===== src/rtl/pin_verifier_pkg.sv =====
// Shared types and constants for the PIN-entry verifier.
package pin_verifier_pkg;

  localparam int STATE_W = 3;

  typedef enum logic [STATE_W-1:0] {
    IDLE  = 3'd0,
    ENTRY = 3'd1,
    CHECK = 3'd2,
    HOLD  = 3'd3,
    LOCK  = 3'd4
  } state_t;

  localparam logic [7:0] DEFAULT_PASSKEY = 8'b10100101;

  function automatic int maxInt(input int a, input int b);
    return (a > b) ? a : b;
  endfunction

endpackage


===== src/rtl/pin_verifier_hold_timer.sv =====
// Loadable down-counter shared by the result-hold and lockout phases.
// done is high in the cycle the loaded count has run down to zero.
module hold_timer #(
  parameter int W = 8
) (
  input  logic         clk,
  input  logic         reset,
  input  logic         load,
  input  logic [W-1:0] load_val,
  output logic         busy,
  output logic         done
);

  logic [W-1:0] r_count;
  logic         r_busy;

  // A fresh load always wins over the expiry of the previous interval.
  always_ff @(posedge clk or posedge reset) begin
    if (reset) begin
      r_count <= '0;
      r_busy  <= 1'b0;
    end else if (load) begin
      r_count <= load_val;
      r_busy  <= 1'b1;
    end else if (r_busy) begin
      if (r_count == '0) r_busy  <= 1'b0;
      else               r_count <= r_count - 1'b1;
    end
  end

  assign busy = r_busy;
  assign done = r_busy && (r_count == '0);

endmodule


===== src/rtl/pin_verifier.sv =====
// PIN-entry verifier: collects PIN_LEN digits, compares with PASSKEY, holds the result.
// Define LOCKOUT_EN to enable lockout after MAX_TRIES consecutive failures.
module pin_verifier
  import pin_verifier_pkg::*;
#(
  parameter int                          DIGIT_W     = 2,
  parameter int                          PIN_LEN     = 4,
  parameter logic [DIGIT_W*PIN_LEN-1:0]  PASSKEY     = (DIGIT_W*PIN_LEN)'(DEFAULT_PASSKEY),
  parameter int                          HOLD_CYCLES = 50_000_000,
  parameter int                          MAX_TRIES   = 3,
  parameter int                          LOCK_CYCLES = 500_000_000
) (
  input  logic                          clk,
  input  logic                          reset,
  input  logic [DIGIT_W-1:0]            digit,
  input  logic                          submit,
  input  logic                          clear,
  output logic                          waiting,
  output logic                          correct,
  output logic                          incorrect,
  output logic                          locked,
  output logic [$clog2(PIN_LEN+1)-1:0]  digits_in,
  output logic                          bug
);

  localparam int W     = DIGIT_W * PIN_LEN;
  localparam int CNT_W = $clog2(PIN_LEN + 1);
  localparam int TMAX  = maxInt(HOLD_CYCLES, LOCK_CYCLES);
  localparam int TW    = (TMAX > 1) ? $clog2(TMAX) : 1;

  localparam logic [TW-1:0]    HOLD_LOAD = TW'(HOLD_CYCLES - 1);
  localparam logic [CNT_W-1:0] LAST_IDX  = CNT_W'(PIN_LEN - 1);

  state_t           r_state;
  logic [W-1:0]     r_shift;
  logic [CNT_W-1:0] r_digits;
  logic             r_waiting;
  logic             r_correct;
  logic             r_incorrect;
  logic             r_bug;
  logic             w_timerLoad;
  logic [TW-1:0]    w_timerVal;
  logic             w_timerBusy;
  logic             w_timerDone;
  logic             w_timerExpired;
  logic [W-1:0]     w_nextShift;

  assign w_nextShift    = (r_shift << DIGIT_W) | W'(digit);
  assign w_timerExpired = w_timerDone || !w_timerBusy;

`ifdef LOCKOUT_EN
  localparam int               FAIL_W    = $clog2(MAX_TRIES + 1);
  localparam logic [TW-1:0]    LOCK_LOAD = TW'(LOCK_CYCLES - 1);
  localparam logic [FAIL_W-1:0] FAIL_MAX = FAIL_W'(MAX_TRIES);

  logic [FAIL_W-1:0] r_failCnt;
  logic              r_locked;
  logic              w_goLock;

  assign w_goLock = (r_failCnt == FAIL_MAX);
  assign locked   = r_locked;

  // The timer is reloaded on the CHECK cycle and again at the HOLD-to-LOCK handover.
  always_comb begin
    w_timerLoad = 1'b0;
    w_timerVal  = HOLD_LOAD;
    if (r_state == CHECK) begin
      w_timerLoad = 1'b1;
    end else if (r_state == HOLD && w_timerExpired && w_goLock) begin
      w_timerLoad = 1'b1;
      w_timerVal  = LOCK_LOAD;
    end
  end
`else
  assign locked      = 1'b0;
  assign w_timerLoad = (r_state == CHECK);
  assign w_timerVal  = HOLD_LOAD;
`endif

  hold_timer #(.W(TW)) u_timer (
    .clk      (clk),
    .reset    (reset),
    .load     (w_timerLoad),
    .load_val (w_timerVal),
    .busy     (w_timerBusy),
    .done     (w_timerDone)
  );

  always_ff @(posedge clk or posedge reset) begin
    if (reset) begin
      r_state     <= IDLE;
      r_shift     <= '0;
      r_digits    <= '0;
      r_waiting   <= 1'b1;
      r_correct   <= 1'b0;
      r_incorrect <= 1'b0;
      r_bug       <= 1'b0;
`ifdef LOCKOUT_EN
      r_failCnt   <= '0;
      r_locked    <= 1'b0;
`endif
    end else begin
      case (r_state)
        IDLE, ENTRY: begin
          if (clear) begin
            r_shift  <= '0;
            r_digits <= '0;
            r_state  <= IDLE;
          end else if (submit) begin
            r_shift <= w_nextShift;
            if (r_digits == LAST_IDX) begin
              r_digits  <= '0;
              r_waiting <= 1'b0;
              r_state   <= CHECK;
            end else begin
              r_digits <= r_digits + 1'b1;
              r_state  <= ENTRY;
            end
          end
        end
        CHECK: begin
          if (r_shift == PASSKEY) begin
            r_correct <= 1'b1;
`ifdef LOCKOUT_EN
            r_failCnt <= '0;
`endif
          end else begin
            r_incorrect <= 1'b1;
`ifdef LOCKOUT_EN
            r_failCnt <= r_failCnt + 1'b1;
`endif
          end
          r_state <= HOLD;
        end
        HOLD: begin
          if (w_timerExpired) begin
            r_correct   <= 1'b0;
            r_incorrect <= 1'b0;
            r_shift     <= '0;
`ifdef LOCKOUT_EN
            if (w_goLock) begin
              r_locked <= 1'b1;
              r_state  <= LOCK;
            end else begin
              r_waiting <= 1'b1;
              r_state   <= IDLE;
            end
`else
            r_waiting <= 1'b1;
            r_state   <= IDLE;
`endif
          end
        end
`ifdef LOCKOUT_EN
        LOCK: begin
          if (w_timerExpired) begin
            r_locked  <= 1'b0;
            r_failCnt <= '0;
            r_waiting <= 1'b1;
            r_state   <= IDLE;
          end
        end
`endif
        default: begin
          r_bug       <= 1'b1;
          r_shift     <= '0;
          r_digits    <= '0;
          r_correct   <= 1'b0;
          r_incorrect <= 1'b0;
          r_waiting   <= 1'b1;
          r_state     <= IDLE;
        end
      endcase
    end
  end

  assign waiting   = r_waiting;
  assign correct   = r_correct;
  assign incorrect = r_incorrect;
  assign digits_in = r_digits;
  assign bug       = r_bug;

endmodule


===== config.mk =====
export PLATFORM = sky130hd
export DESIGN_NAME = pin_verifier
export DESIGN_NICKNAME = d
export VERILOG_FILES = /design/src/rtl/pin_verifier_pkg.sv /design/src/rtl/pin_verifier_hold_timer.sv /design/src/rtl/pin_verifier.sv
export SDC_FILE = /design/constraint.sdc
export NUM_CORES = 1
export LEC_CHECK = 0
export BUFFER_PORTS_ARGS = -buffer_cell sky130_fd_sc_hd__buf_2
export CAP_MARGIN = 10
export CORE_MARGIN = 5
export CORE_UTILIZATION = 60
export DETAILED_ROUTE_END_ITERATION = 10
export GPL_TIMING_DRIVEN = 0
export PLACE_DENSITY = 0.79
export SYNTH_ARGS = -nofsm -noshare
export SYNTH_HDL_FRONTEND = slang
export SYNTH_SLANG_ARGS = --single-unit

===== constraint.sdc =====
create_clock -name clk -period 2.9 [get_ports clk]
set_input_delay 0.58 -clock clk [delete_from_list [all_inputs] [get_ports clk]]
set_output_delay 0.58 -clock clk [all_outputs]
set_load 0.01 [all_outputs]

# Word-level counts from Yosys, hierarchy flattened
# Index checks and enable logic that the tools add are counted.
# totals
memories	0
ram_bits	0
ff_bits	48
latch_bits	0
mem_bits_ro	0
input_bits	6
# op_classes
mux	29
addsub	2
n_lt_le_gt_ge	0
n_shift	0
n_mul	0
n_bitwise	4
n_div	0
n_reduce_logical	16
eq_ne	13
# ops
cell	n
29-bit 2-to-1 mux	3
29-bit logical NOT	1
29-bit by 1-bit subtractor with 29-bit output, second input constant	1
8-bit 2-to-1 mux	3
8-bit case mux with 3 select lines	1
3-bit 2-to-1 mux	6
2-bit != test, second input constant	6
1-bit 2-to-1 mux	10
3-bit by 2-bit == test with 1-bit output, second input constant	3
1-bit case mux with 3 select lines	3
3-bit case mux with 3 select lines	1
3-bit AND reduction	3
8-bit == test, second input constant	1
8-bit by 2-bit OR with 8-bit output	1
3-bit case mux with 2 select lines	1
2-bit AND reduction	3
5-bit AND reduction	1
2-bit OR reduction	2
4-bit OR reduction	1
3-bit by 1-bit adder with 3-bit output, second input constant	1
3-bit by 1-bit == test with 1-bit output, second input constant	1
3-bit logical NOT	1
3-bit != test, second input constant	1
1-bit NOT	3
6 further kinds	6

# Longest topological paths before layout
# Gate-level depths: netlist (run 1).
# depth
depth_word	5
mapped_depth	8
depth_no_buf	7

# Cells and area by module
# From an unflattened synthesis (run 1), not the netlist that was laid out.
# hier_totals
hier_cells	280
area_unflattened_um2	2716.4
# modules_own_cells
mod	seq_area_each_um2	cells_per_inst	area_per_inst_um2	n_inst
hold_timer	750.7	208	1834.3	1
pin_verifier	426.7	72	882.1	1

# Least setup slack after synthesis (run 1)
# Ideal clock, no wire load.
# synth_path
path_kind	reg2reg
from	reg u_timer.r_count[2]
to	reg u_timer.r_count[1]
required_ns	2.832
t_arrival_ns	2.390
setup_time_ns	0.068
path_slack_ns	0.442
path_stages_with_launch	8
period_less_slack_ns	2.458
path_cell_list	dfrtp_1 or4_1 buf_2 or3_1 buf_2 o31ai_1 mux2_2 nand2_1
# synth_between
elab_chain_len	3
# synth_rtl
item	line_no	text
start, declared	pin_verifier_hold_timer.sv:14	logic [W-1:0] r_count;
start signal, assigned	pin_verifier_hold_timer.sv:23	r_count <= load_val;
start signal, assigned	pin_verifier_hold_timer.sv:27	else r_count <= r_count - 1'b1;
29-bit logical NOT	pin_verifier_hold_timer.sv:26	if (r_count == '0) r_busy <= 1'b0;
2-bit by 1-bit != test with 1-bit output (no line)	--	
2-bit AND reduction (no line)	--	
# No other way between the ends.
# A chain may end at the register's enable or synchronous reset.

# Worst setup path in the final report (run 1)
# layout_path
from	reg u_timer.r_count[2]
to	reg r_shift[3]
# layout_between
elab_chain_len	5
# layout_rtl
item	line_no	text
29-bit logical NOT	pin_verifier_hold_timer.sv:32	assign done = r_busy && (r_count == '0);
1-bit logical AND	pin_verifier_hold_timer.sv:32	
1-bit logical OR	pin_verifier.sv:49	assign w_timerExpired = w_timerDone || !w_timerBusy;
2-bit != test (no line)	--	
3-bit AND reduction (no line)	--	
end signal, assigned	pin_verifier.sv:110	r_shift <= w_nextShift;
end, declared	pin_verifier.sv:35	logic [W-1:0] r_shift;
# No other way between the ends.

==> impl.org, run 1 <==
** Finish
- After filler insertion, the fill cell instance count of the layout stands at 324.
- Area added between synthesis and finish :: 9.136%
- Of the cells placed in the final design, the portion with a size suffix greater than 1 is 0.1357.
- Diodes inserted :: 0
- After the last flow step, the layout net total stands at 292.

** Detailed routing
- Across all layers, the routed design uses 2028 vias.
- Number of search-and-repair iterations in the first detailed-routing pass :: 4
- Number of nets with antenna violations after detailed routing :: 0
- The first routing iteration left 113 violations.
- Final wirelength :: 5080 um
- Routed wire length per instance :: 15.39 um
- Via density per instance :: 6.145
- In the routed design, unresolved DRC markers number 0.

** Flow run
- The tool flagged a number of max-cap violations equal to 0.

** Setup path
- The worst register-to-register path ends at r_shift[3].
- Of all nets on the critical path, the largest fanout is 9.
- In this run the register-to-register setup slack is 220 ps.
- Worst setup path endpoint :: r_shift[3]
- Critical path startpoint category :: flop
- Endpoint class of the critical path :: flop
- The worst register-to-register path begins at u_timer.r_count[2].
- The critical path in this run is classified as flop to flop.
- At the worst endpoint, the required time is 3100 ps.
- CP startpoint :: u_timer.r_count[2]
- Data arrival time at the worst-slack endpoint :: 2880 ps
- Measured in cells, the most critical reg-to-reg path has a length of 7.

** STA
- Tmin final :: 2676 ps
- Based on the critical path, the design can be clocked at up to 0.3737 GHz.
- The final hold violation count is 0.
- Measured against its own limit, the worst slew margin works out to 0.6164.
- Period Utilization, post-route :: 0.9228
- Setup repair after global routing left no endpoint under its margin.
- The final-report max-slew violation count was 0.
- Endpoints failing setup :: 0
- Across the routed clock network, the largest skew measured is 10.35 ps.
- For the final routed database, the setup TNS stands at 0 ps.
- Pin slew with the least headroom to its limit :: 570.2 ps
- Hold timing on the final database bottoms out at a slack of 202.7 ps.

** Logic synthesis
- Most common library cells after synthesis :: dfrtp_1, nand2_1, nor2_1
- Area share of the largest cell type after synthesis :: 0.4444
- The synthesized design contains 46 register bits.
- In the post-synthesis netlist, the cell with the most instances is dfrtp_1.
- Most used DFF post-synth :: dfrtp_1
- After synthesis, the cell types taking the most area are dfrtp_1, ha_1, a22o_1.
- Synthesis handed over a netlist of 259 instances.
- Of the synthesized area, sequential elements account for 0.4548.
- Yosys printed 0 warnings.
- Dividing the synthesized area by the synthesized cell count gives 9.783 um^2.
- Post-synthesis cell area :: 0.002534 mm^2
- Post-synth cell types :: 51
- The synthesized design spends more area on one cell type than any other, namely dfrtp_1.
- For this run, asynchronously set or reset flops after synthesis account for 1.000.
- In this run, synthesis inferred 0 flip-flops with an integrated enable.

** Clock network
- Hold-fix buffer count after cts :: 0
- After clock tree synthesis, the setup repair step added 0 buffers.
- CTS root buf :: clkbuf_8
- After clock tree synthesis, the clock-pin slew on the worst setup and hold paths is 90 ps.
- Clock tree sinks :: 46
- For the worst-skew pair, the clock arrives at the later sink with an insertion delay of 310 ps.
- Buffers inserted during clock tree synthesis total 5.
- Post-CTS repair changed the size of 0 cells.
- H-tree lvl count :: 2
- TritonCTS built the clock tree.
- Maximum clock path buffer count :: 2

** Floorplan
- Die area :: 0.005623 mm^2
- Placement Rows :: 23
- The die is 74.99 um tall.
- The initial utilization of the core area, before any placement, comes to 0.6244.
- The die is 74.99 um wide.
- Number of ports placed on the die boundary :: 14
- The core region is 0.004058 mm^2.

** Pwr
- The share of total power dissipated in sequential elements is 0.603.
- Combinational share of power :: 0.026
- Power per cell area :: 385.5 mW/mm^2
- Worst IR Drop VDD :: 0.2290 mV
- Of the total power, the share spent switching nets is 0.2305.
- Cell-internal power :: 0.8203 mW
- Of the total power, the clock network draws 0.372.
- For this design the static power due to leakage is 1.124 nW.
- In this run the power spent charging and discharging nets is 0.2457 mW.

** Place
- At the end of routability-driven placement, the weighted congestion stood at 0.8522.
- Buffers on Ports :: 11
- The wire-length estimate of the detail-placed layout is 3569 um.

** Worst hold path
- Worst hold path type :: primary input to asynchronous set/reset pin

** Global routing
- The first global-routing pass estimated 8914 um of wire.
- Initial antenna violation count :: 0
- Total overflow reported by the global router :: 0
- Largest net degree at the start of global routing :: 34
- For this run, the total global-route usage over all layers was measured as 0.2058.
- The via count of the first global-routing pass came to 1956.

** Outcome
- The flow ran to the end, and the final reports show no timing, DRC or antenna violations.
-- layer usage --
layer | global-route usage | share of wire | vias up | routed length (um)
li1 | - | - | 1008 | -
met1 | 0.2797 | 0.48 | 965 | 2431
met2 | 0.3269 | 0.47 | 46 | 2366
met3 | 0.04406 | 0.040 | 9 | 205
met4 | 0.07115 | 0.015 | 0 | 76
met5 | 0 | 0 | - | 0
-- critical path: stages, from the launching register on --
cell,delay [ps]
dfrtp_1,440
or4_1,520
buf_2,180
or3_1,360
buf_2,180
o31ai_4,410
nand3_2,250
a22o_1,240
-- power groups by stage --
stage	Sequential [mW]	Combinational (mW)	Clock, mW
2_1_floorplan	0.656	0.0146	0
5_1_grt	0.643	0.0317	0.441
6_report	0.642	0.0272	0.396
3_3_place_gp	0.655	0.0239	0
3_5_place_dp	0.655	0.0281	0
4_1_cts	0.643	0.0281	0.408
-- per-stage QoR --
stage / cells / instance area (um^2) / util / setup slack (ps) / power [mW]
6_report: 330 / 2765 / 0.6815 / 223.9 / 1.066
3_3_place_gp: 321 / 2655 / 0.6543 / 256.5 / 0.6791
5_1_grt: 330 / 2765 / 0.6815 / 89.18 / 1.116
4_1_cts: 330 / 2765 / 0.6815 / 207.4 / 1.078
3_5_place_dp: 322 / 2675 / 0.6593 / 223.9 / 0.6833
2_1_floorplan: 260 / 2537 / - / 441.9 / 0.6703
-- kinds of logic (layout without fill, tap and decap cells) --
logic type               Yosys count  count (layout)  share of synthesized area
AO/OA/AOI/OAI                     57              57                     0.1679
XOR/XNOR                          12              12                    0.04148
adder cells (fa/ha/maj)            7               7                    0.03457
buffers and inverters             22              42                    0.03802
flip-flops                        46              46                     0.4548
multiplexers                       5               5                    0.02123
other                              1               2                   0.001480
AND/OR/NAND/NOR                  109             109                     0.2405
-- layout make-up --
type | count | area, um^2 | share of cell area
Sequential cell | 46 | 1152 | 0.4167
Inverter | 8 | 30.03 | 0.01086
Clock buffer | 5 | 68.82 | 0.02489
Multi-Input combinational cell | 192 | 1289 | 0.4661
Tap cell | 50 | 62.56 | 0.02262
Buffer | 14 | 66.31 | 0.02398
Timing Repair Buffer | 12 | 75.07 | 0.02715
Clock inverter | 3 | 21.27 | 0.007692
-- worst min-delay path by stage --
stage	from	end	slack, ps	cells past startpoint
2_1_floorplan	r_shift[7]	r_shift[7]	460	1
3_3_place_gp	r_shift[7]	r_shift[7]	480	1
3_5_place_dp	r_shift[7]	r_shift[7]	480	1
4_1_cts	reset	u_timer.r_count[28]	210	2
5_1_grt	reset	u_timer.r_count[28]	210	2
6_report	reset	u_timer.r_count[28]	200	2
-- flip-flops by register name, summed over array words and instances (netlist names) --
register,count
u_timer.r_count,29
r_shift,8
digits_in,3
r_state,2
correct,1
incorrect,1
u_timer.busy,1
waiting,1
-- cells in the final DEF (no fill, tap or decap), types with 6 or more instances in the layout --
| master | synthesis | routed |
|---|---|---|
| a21oi_1 | 7 | 7 |
| a22o_1 | 9 | 9 |
| a31oi_1 | 6 | 6 |
| and3_1 | 6 | 6 |
| buf_2 | 2 | 13 |
| clkbuf_1 | 9 | 9 |
| dfrtp_1 | 45 | 45 |
| ha_1 | 7 | 7 |
| inv_1 | 8 | 7 |
| nand2_1 | 20 | 20 |
| nor2_1 | 17 | 17 |
| nor3_1 | 9 | 9 |
| nor4_1 | 10 | 10 |
| o21ai_0 | 10 | 10 |
| or3_1 | 12 | 12 |
| xor2_1 | 7 | 7 |
Note: power is estimated with default switching activity, not from simulation.
==> inputs of run 2 (changes only) <==
Settings changed: BUFFER_PORTS_ARGS -buffer_cell sky130_fd_sc_hd__buf_2 to unset, CORE_UTILIZATION 60 to 63, DONT_BUFFER_PORTS set to 1, TNS_END_PERCENT set to 1.
==> run 2 against run 1 <==
Clock skew about the same. Final cell count decreased by 3.3%. Sequential share of layout area increased by 0.44 points. Non-clock buffer count decreased by 11. First-iteration DRC count decreased by 2.7%. Total power increased by 7.3%. Largest cell class unchanged. Fmax decreased by 1.0%. Critical path depth unchanged. Die area decreased by 4.1%. Via count decreased by 1.1%. Wire length increased by 2.5%. Setup slack got worse by 28 ps.
==> impl.org, run 2 (same netlist as run 1, synthesis figures left out) <==
** Global routing
- Via count of the first global-routing pass :: 2005 (was 1956)
- Initial antenna violation count :: 0 (unchanged)
- The wire length of the first global-routing pass came to 9032 um (was 8914 um).
- Largest net degree at the start of global routing :: 26 (was 34)
- Global-route usage over all layers :: 0.2136 (was 0.2058)
- Total overflow reported by the global router :: 0 (unchanged)

** Flow run
- Maximum capacitance violations :: 0 (unchanged)

** Detailed routing
- The number of nets with antenna violations after routing is 0 (unchanged).
- Initial DRC Count :: 110 (was 113)
- Number of search-and-repair iterations in the first detailed-routing pass :: 4 (unchanged)
- Via density per instance :: 6.288 (was 6.145)
- Final wirelength :: 5207 um (was 5080 um)
- Routed wire length per instance :: 16.32 um (was 15.39 um)
- Total number of vias :: 2006 (was 2028)
- DRC violations left :: 0 (unchanged)

** Floorplan
- The number of placed I/O pins is 14 (unchanged).
- Placement Rows :: 23 (unchanged)
- Die span in y :: 73.42 um (was 74.99 um)
- Die area :: 0.005390 mm^2 (was 0.005623 mm^2)
- The initial standard-cell utilization of the core is 0.6427 (was 0.6244).
- Die outline width :: 73.42 um (was 74.99 um)
- Core footprint :: 0.003943 mm^2 (was 0.004058 mm^2)

** Pwr
- Portion of total power attributed to the clock network :: 0.418 (was 0.372)
- Switching share of total power :: 0.2103 (was 0.2305)
- The power per unit of standard cell area is 417.9 mW/mm^2 (was 385.5 mW/mm^2).
- The internal power component was 0.9029 mW (was 0.8203 mW).
- The overall power consumption came to 1.143 mW (was 1.066 mW).
- Net switching component of the power :: 0.2405 mW (was 0.2457 mW)
- The register share of total power is 0.562 (was 0.603).
- The peak supply drop is 0.3028 mV (was 0.2290 mV).
- The combinational fraction of design power was 0.019 (was 0.026).
- Leakage power summed over all cells :: 1.092 nW (was 1.124 nW)

** Place
- The area after detailed placement was 0.002628 mm^2 (was 0.002675 mm^2).
- The global placer's final weighted congestion is 0.8237 (was 0.8522).
- Place WS :: 214.0 ps (was 223.9 ps)
- The count of buffers from port buffering was 0 (was 11).
- Post-detail-place hpwl :: 3619 um (was 3569 um)
- The cell count after placement was 311 (was 322).

** STA
- The achievable frequency came to 0.3698 GHz (was 0.3737 GHz).
- Post-route worst setup slack :: 195.8 ps (was 223.9 ps)
- Number of pins with negative max-slew slack in the final report :: 0 (unchanged)
- Endpoints failing setup :: 0 (unchanged)
- Minimum hold slack :: 184.9 ps (was 202.7 ps)
- Tmin final :: 2704 ps (was 2676 ps)
- The portion of the clock cycle consumed by the worst path in the final layout is 0.9325 (was 0.9228).
- The relative max-transition margin came to 0.6307 (was 0.6164).
- Aggregate negative setup slack :: 0 ps (unchanged)
- RSZ-0062 raised after global routing: false (unchanged).
- The worst-case clock skew came to 10.25 ps (was 10.35 ps).
- The transition time at the pin with the least slew margin came to 548.9 ps (was 570.2 ps).
- Final Hold Vio Count :: 0 (unchanged)

** Clock network
- The clock tree from TritonCTS is done (unchanged).
- Maximum clock path buffer count :: 2 (unchanged)
- The cell at the root of the clock tree is clkbuf_8 (unchanged).
- Clock tree sinks :: 46 (unchanged)
- The insertion delay of the later-clocked pin in the worst-skew pair was 300 ps (was 310 ps).
- The clock edge transition at the registers on the reported setup and hold paths is 90 ps (about the same).
- The number of buffers inserted to repair setup after CTS was 0 (unchanged).
- Number of buffers added by the clock tree synthesis step :: 5 (unchanged)
- The number of instances resized during post-cts repair is 0 (unchanged).
- Hold-fix buffer count after cts :: 0 (unchanged)
- H-tree lvl count :: 2 (unchanged)

** Setup path
- Data required time at the worst endpoint :: 3100 ps (about the same)
- The startpoint kind of the worst setup timing path is a flop (unchanged).
- Path type of the worst setup path :: flop to flop (unchanged)
- Data arrival time at the worst-slack endpoint :: 2900 ps (was 2880 ps)
- The peak fanout along the critical path is 9 (unchanged).
- Endpoint class of the critical path :: flop (unchanged)

** Finish
- The final core utilization was 0.6941 (was 0.6815).
- The post-layout instance area was 0.002736 mm^2 (was 0.002765 mm^2).
- The number of cells in the finished layout apart from fillers came to 319 (was 330).
- Most frequent cells in the layout: dfrtp_1, nand2_1, nor2_1 (unchanged).
- Share of post-route cells with drive strength above 1 :: 0.1004 (was 0.1357)
- Leading cell type in the layout, fill and taps excluded :: dfrtp_1 (unchanged)
- Area added between synthesis and finish :: 8.000% (was 9.136%)
- The layout net count came to 281 (was 292).
- The register area was 0.001152 mm^2 (unchanged).
- Diodes inserted :: 0 (unchanged)
- Multi-input logic area :: 0.001289 mm^2 (unchanged)
- The flip-flop count of the largest register after layout is 29 (unchanged).
- The register containing the most flip-flops in the final layout is u_timer.r_count (unchanged).
- Fill cell total of the finished layout :: 315 (was 324)

** Worst hold path
- The kind of path behind the tightest hold check is primary input to asynchronous set/reset pin (unchanged).

** Outcome
- Status: finished clean (unchanged).
-- run 2: power by group through the flow --
stage               Sequential (mW)  Combinational (mW)  Clock, mW
global route                  0.643              0.0259      0.508
detailed placement            0.656              0.0231          0
global placement              0.656              0.0180          0
finish                        0.643              0.0222      0.478
floorplan                     0.656              0.0146          0
CTS                           0.643              0.0230      0.483
-- run 2: per-layer routing --
metal,up-vias,wire length [um],GRT usage
li1,982,-,-
met1,977,2425,0.2779
met2,41,2489,0.3555
met3,6,233,0.04788
met4,0,59,0.06640
met5,-,0,0
-- run 2: worst paths after layout --
path,start,endpoint,slack (ps),cells past startpoint
worst min register to register,r_shift[7],r_shift[7],500,1
worst min-delay path,reset,u_timer.r_count[24],180,1
worst max register to register,u_timer.r_count[2],r_shift[5],200,7
worst max-delay path,u_timer.r_count[2],r_shift[5],200,7
max in group asynchronous,reset,waiting,2150,2
min in group clk,digit[0],r_shift[0],410,1
-- run 2: critical path, cell delays in order, from the launching register on --
cell	delay, ps
dfrtp_1	440
or4_1	520
buf_2	180
or3_1	350
buf_2	180
o31ai_4	440
nand3_2	250
a22o_1	240
-- run 2: cell type report --
| cell class | count | share of cell area |
|---|---|---|
| multi-input combinational | 192 | 0.4710 |
| inverter | 8 | 0.01097 |
| sequential | 46 | 0.4211 |
| timing repair buffer | 1 | 0.01006 |
| tap | 50 | 0.02286 |
| buffer | 14 | 0.02423 |
| clock inverter | 3 | 0.01463 |
| clock buffer | 5 | 0.02515 |
==> inputs of run 3 (changes only) <==
Settings changed: SLEW_MARGIN set to 5.
Clock period 2.9 ns to 2.8 ns, I/O delays scaled along.
==> run 3 against run 2 <==
Utilization unchanged. Fmax is 2.6% higher. Clock skew is 0.91 ps lower. Clock power grew 4%. Design area stayed put. First-iteration DRC count down 1.8%. Global-route usage is the same. Sequential power rose by 3.6%. Wire length rose by 0.12%. Sequential cell count did not move.
==> impl.org, run 3 (same netlist as run 1, synthesis figures left out) <==
** Flow run
- Maximum capacitance violations :: 0 (unchanged)

** Floorplan
- The initial standard-cell utilization of the core was 0.6427 (unchanged).
- The die outline width was 73.42 um (unchanged).
- The number of placed I/O pins was 14 (unchanged).
- The area of the placeable core was 0.003943 mm^2 (unchanged).
- Placement Rows :: 23 (unchanged)
- The floorplan die height came to 73.42 um (unchanged).
- Die area :: 0.005390 mm^2 (unchanged)

** Place
- The area after detailed placement is 0.002628 mm^2 (unchanged).
- Number of placed instances, taps included :: 311 (unchanged)
- The worst slack at placement came to 114.0 ps (was 214.0 ps).
- The global placer's final weighted congestion came to 0.8237 (unchanged).
- Post-detail-place hpwl :: 3619 um (unchanged)
- Buffers on Ports :: 0 (unchanged)

** Pwr
- Leakage power summed over all cells :: 1.092 nW (unchanged)
- The peak supply drop is 0.3136 mV (was 0.3028 mV).
- The power per unit of standard cell area was 432.5 mW/mm^2 (was 417.9 mW/mm^2).

** STA
- The setup total negative slack is 0 ps (unchanged).
- Peak clock frequency supported by timing :: 0.3794 GHz (was 0.3698 GHz)
- The worst setup margin is 164.5 ps (was 195.8 ps).
- RSZ-0062 raised after global routing :: false (unchanged)
- The final hold violation count came to 0 (unchanged).
- Pin slew with the least headroom to its limit :: 557.1 ps (was 548.9 ps)
- Number of pins with negative max-slew slack in the final report :: 0 (unchanged)
- Endpoints failing setup :: 0 (unchanged)
- Tmin final :: 2636 ps (was 2704 ps)
- Slew headroom :: 0.6252 (was 0.6307)
- The worst-case clock skew is 9.347 ps (was 10.25 ps).
- Period Utilization, post-route :: 0.9413 (was 0.9325)

** Finish
- Diodes inserted :: 0 (unchanged)
- Post-route cell area :: 0.002736 mm^2 (unchanged)
- The area growth from synthesis to layout was 8.000% (unchanged).
- The share of cells above drive strength 1 was 0.1004 (unchanged).
- Most frequent cells in the layout: dfrtp_1, nand2_1, nor2_1 (unchanged).
- The flip-flop count of the largest register after layout is 29 (unchanged).
- Layout Nets :: 281 (unchanged)
- Post-Layout Cell Count :: 319 (unchanged)
- The most common library cell in the layout ignoring fill and taps is dfrtp_1 (unchanged).
- The register containing the most flip-flops in the final layout is u_timer.r_count (unchanged).

** Clock network
- The maximum buffer depth of the clock tree came to 2 (unchanged).
- Number of buffers added by the clock tree synthesis step :: 5 (unchanged)
- The insertion delay of the later-clocked pin in the worst-skew pair was 300 ps (about the same).
- The number of buffers added to fix hold violations after cts was 0 (unchanged).
- H-tree lvl count :: 2 (unchanged)
- CTS root buf :: clkbuf_8 (unchanged)
- Post-CTS clock slew at the launch and capture registers of the worst setup and hold paths :: 90 ps (about the same)
- The CTS sink count is 46 (unchanged).
- The clock tree from TritonCTS is done (unchanged).

** Detailed routing
- The count of unresolved DRC violations after routing was 0 (unchanged).
- Via density per instance :: 6.373 (was 6.288)
- Routed wire length per instance :: 16.34 um (was 16.32 um)
- The number of nets with antenna violations after routing came to 0 (unchanged).
- Total number of vias :: 2033 (was 2006)
- The total iterations of the first detailed-routing run is 4 (unchanged).
- The starting DRC count in detailed routing was 108 (was 110).
- The total wire length is 5213 um (was 5207 um).

** Setup path
- Endpoint class of the critical path :: flop (unchanged)
- Critical Path Fanout Max :: 9 (unchanged)
- The startpoint kind of the worst setup timing path is a flop (unchanged).
- Flop-to-flop setup slack :: 160 ps (was 200 ps)
- The required time at the worst-slack endpoint came to 3040 ps (was 3100 ps).
- Path type of the worst setup path :: flop to flop (unchanged)
- The data arrival time of the critical path came to 2870 ps (was 2900 ps).

** Global routing
- The number of antenna violations at the first check in global routing came to 0 (unchanged).
- Total overflow reported by the global router :: 0 (unchanged)
- The wire length of the first global-routing pass came to 9032 um (unchanged).
- The via count of the first global-routing pass is 2005 (unchanged).
- Global-route usage over all layers :: 0.2136 (unchanged)
- The largest net degree at the start of global routing was 26 (unchanged).

** Worst hold path
- Worst hold path type :: primary input to asynchronous set/reset pin (unchanged)

** Outcome
- Status: finished clean (unchanged).
run 3: layout make-up:
type                    instances  area (um^2)
multi-input cells             192         1289
fillers                       315         1206
flip-flops and latches         46         1152
clock buffers                   5        68.82
plain buffers                  14        66.31
well taps                      50        62.56
clock inverters                 3        40.04
inverters                       8        30.03
repair buffers                  1        27.53
run 3: critical path: stages, from the launching register on:
cell     delay [ps]
dfrtp_1         440
or4_1           520
buf_2           180
or3_1           350
buf_2           170
o31ai_1         460
mux2_2          390
nand2_1          60
run 3: worst paths after layout:
check	endpoint	depth (start not counted)	from
min	u_timer.r_count[10]	1	reset
min reg2reg	r_shift[7]	1	r_shift[7]
max in group asynchronous	waiting	2	reset
min in group clk	r_shift[0]	1	digit[0]
max	u_timer.r_count[1]	7	u_timer.r_count[2]
max reg2reg	u_timer.r_count[1]	7	u_timer.r_count[2]
run 3: through the flow:
stage,util,power [mW],hold slack (ps)
2_1_floorplan,-,0.6942,458.2
5_1_grt,0.6941,1.220,190.3
6_report,0.6941,1.184,160.2
3_3_place_gp,0.6595,0.6980,480.5
3_5_place_dp,0.6665,0.7033,475.5
4_1_cts,0.6941,1.190,175.8
run 3: metal layers:
layer  part of all wire  track usage
met1               0.46       0.2779
met2               0.48       0.3555
met3              0.038      0.04788
met4              0.015      0.06640
met5                  0            0
run 3: timing repair:
item / 4_1_cts / 5_1_grt
setup endpoints to repair: 0 / 8
resized for setup: 0 / 0
setup buffers: 0 / 0
run 3: report_power, final:
group	switching [mW]	internal, mW	total, mW
Sequential	0.00140	0.665	0.666
Clock	0.232	0.263	0.495
Combinational	0.0154	0.00747	0.0228
Total	0.248	0.935	1.18
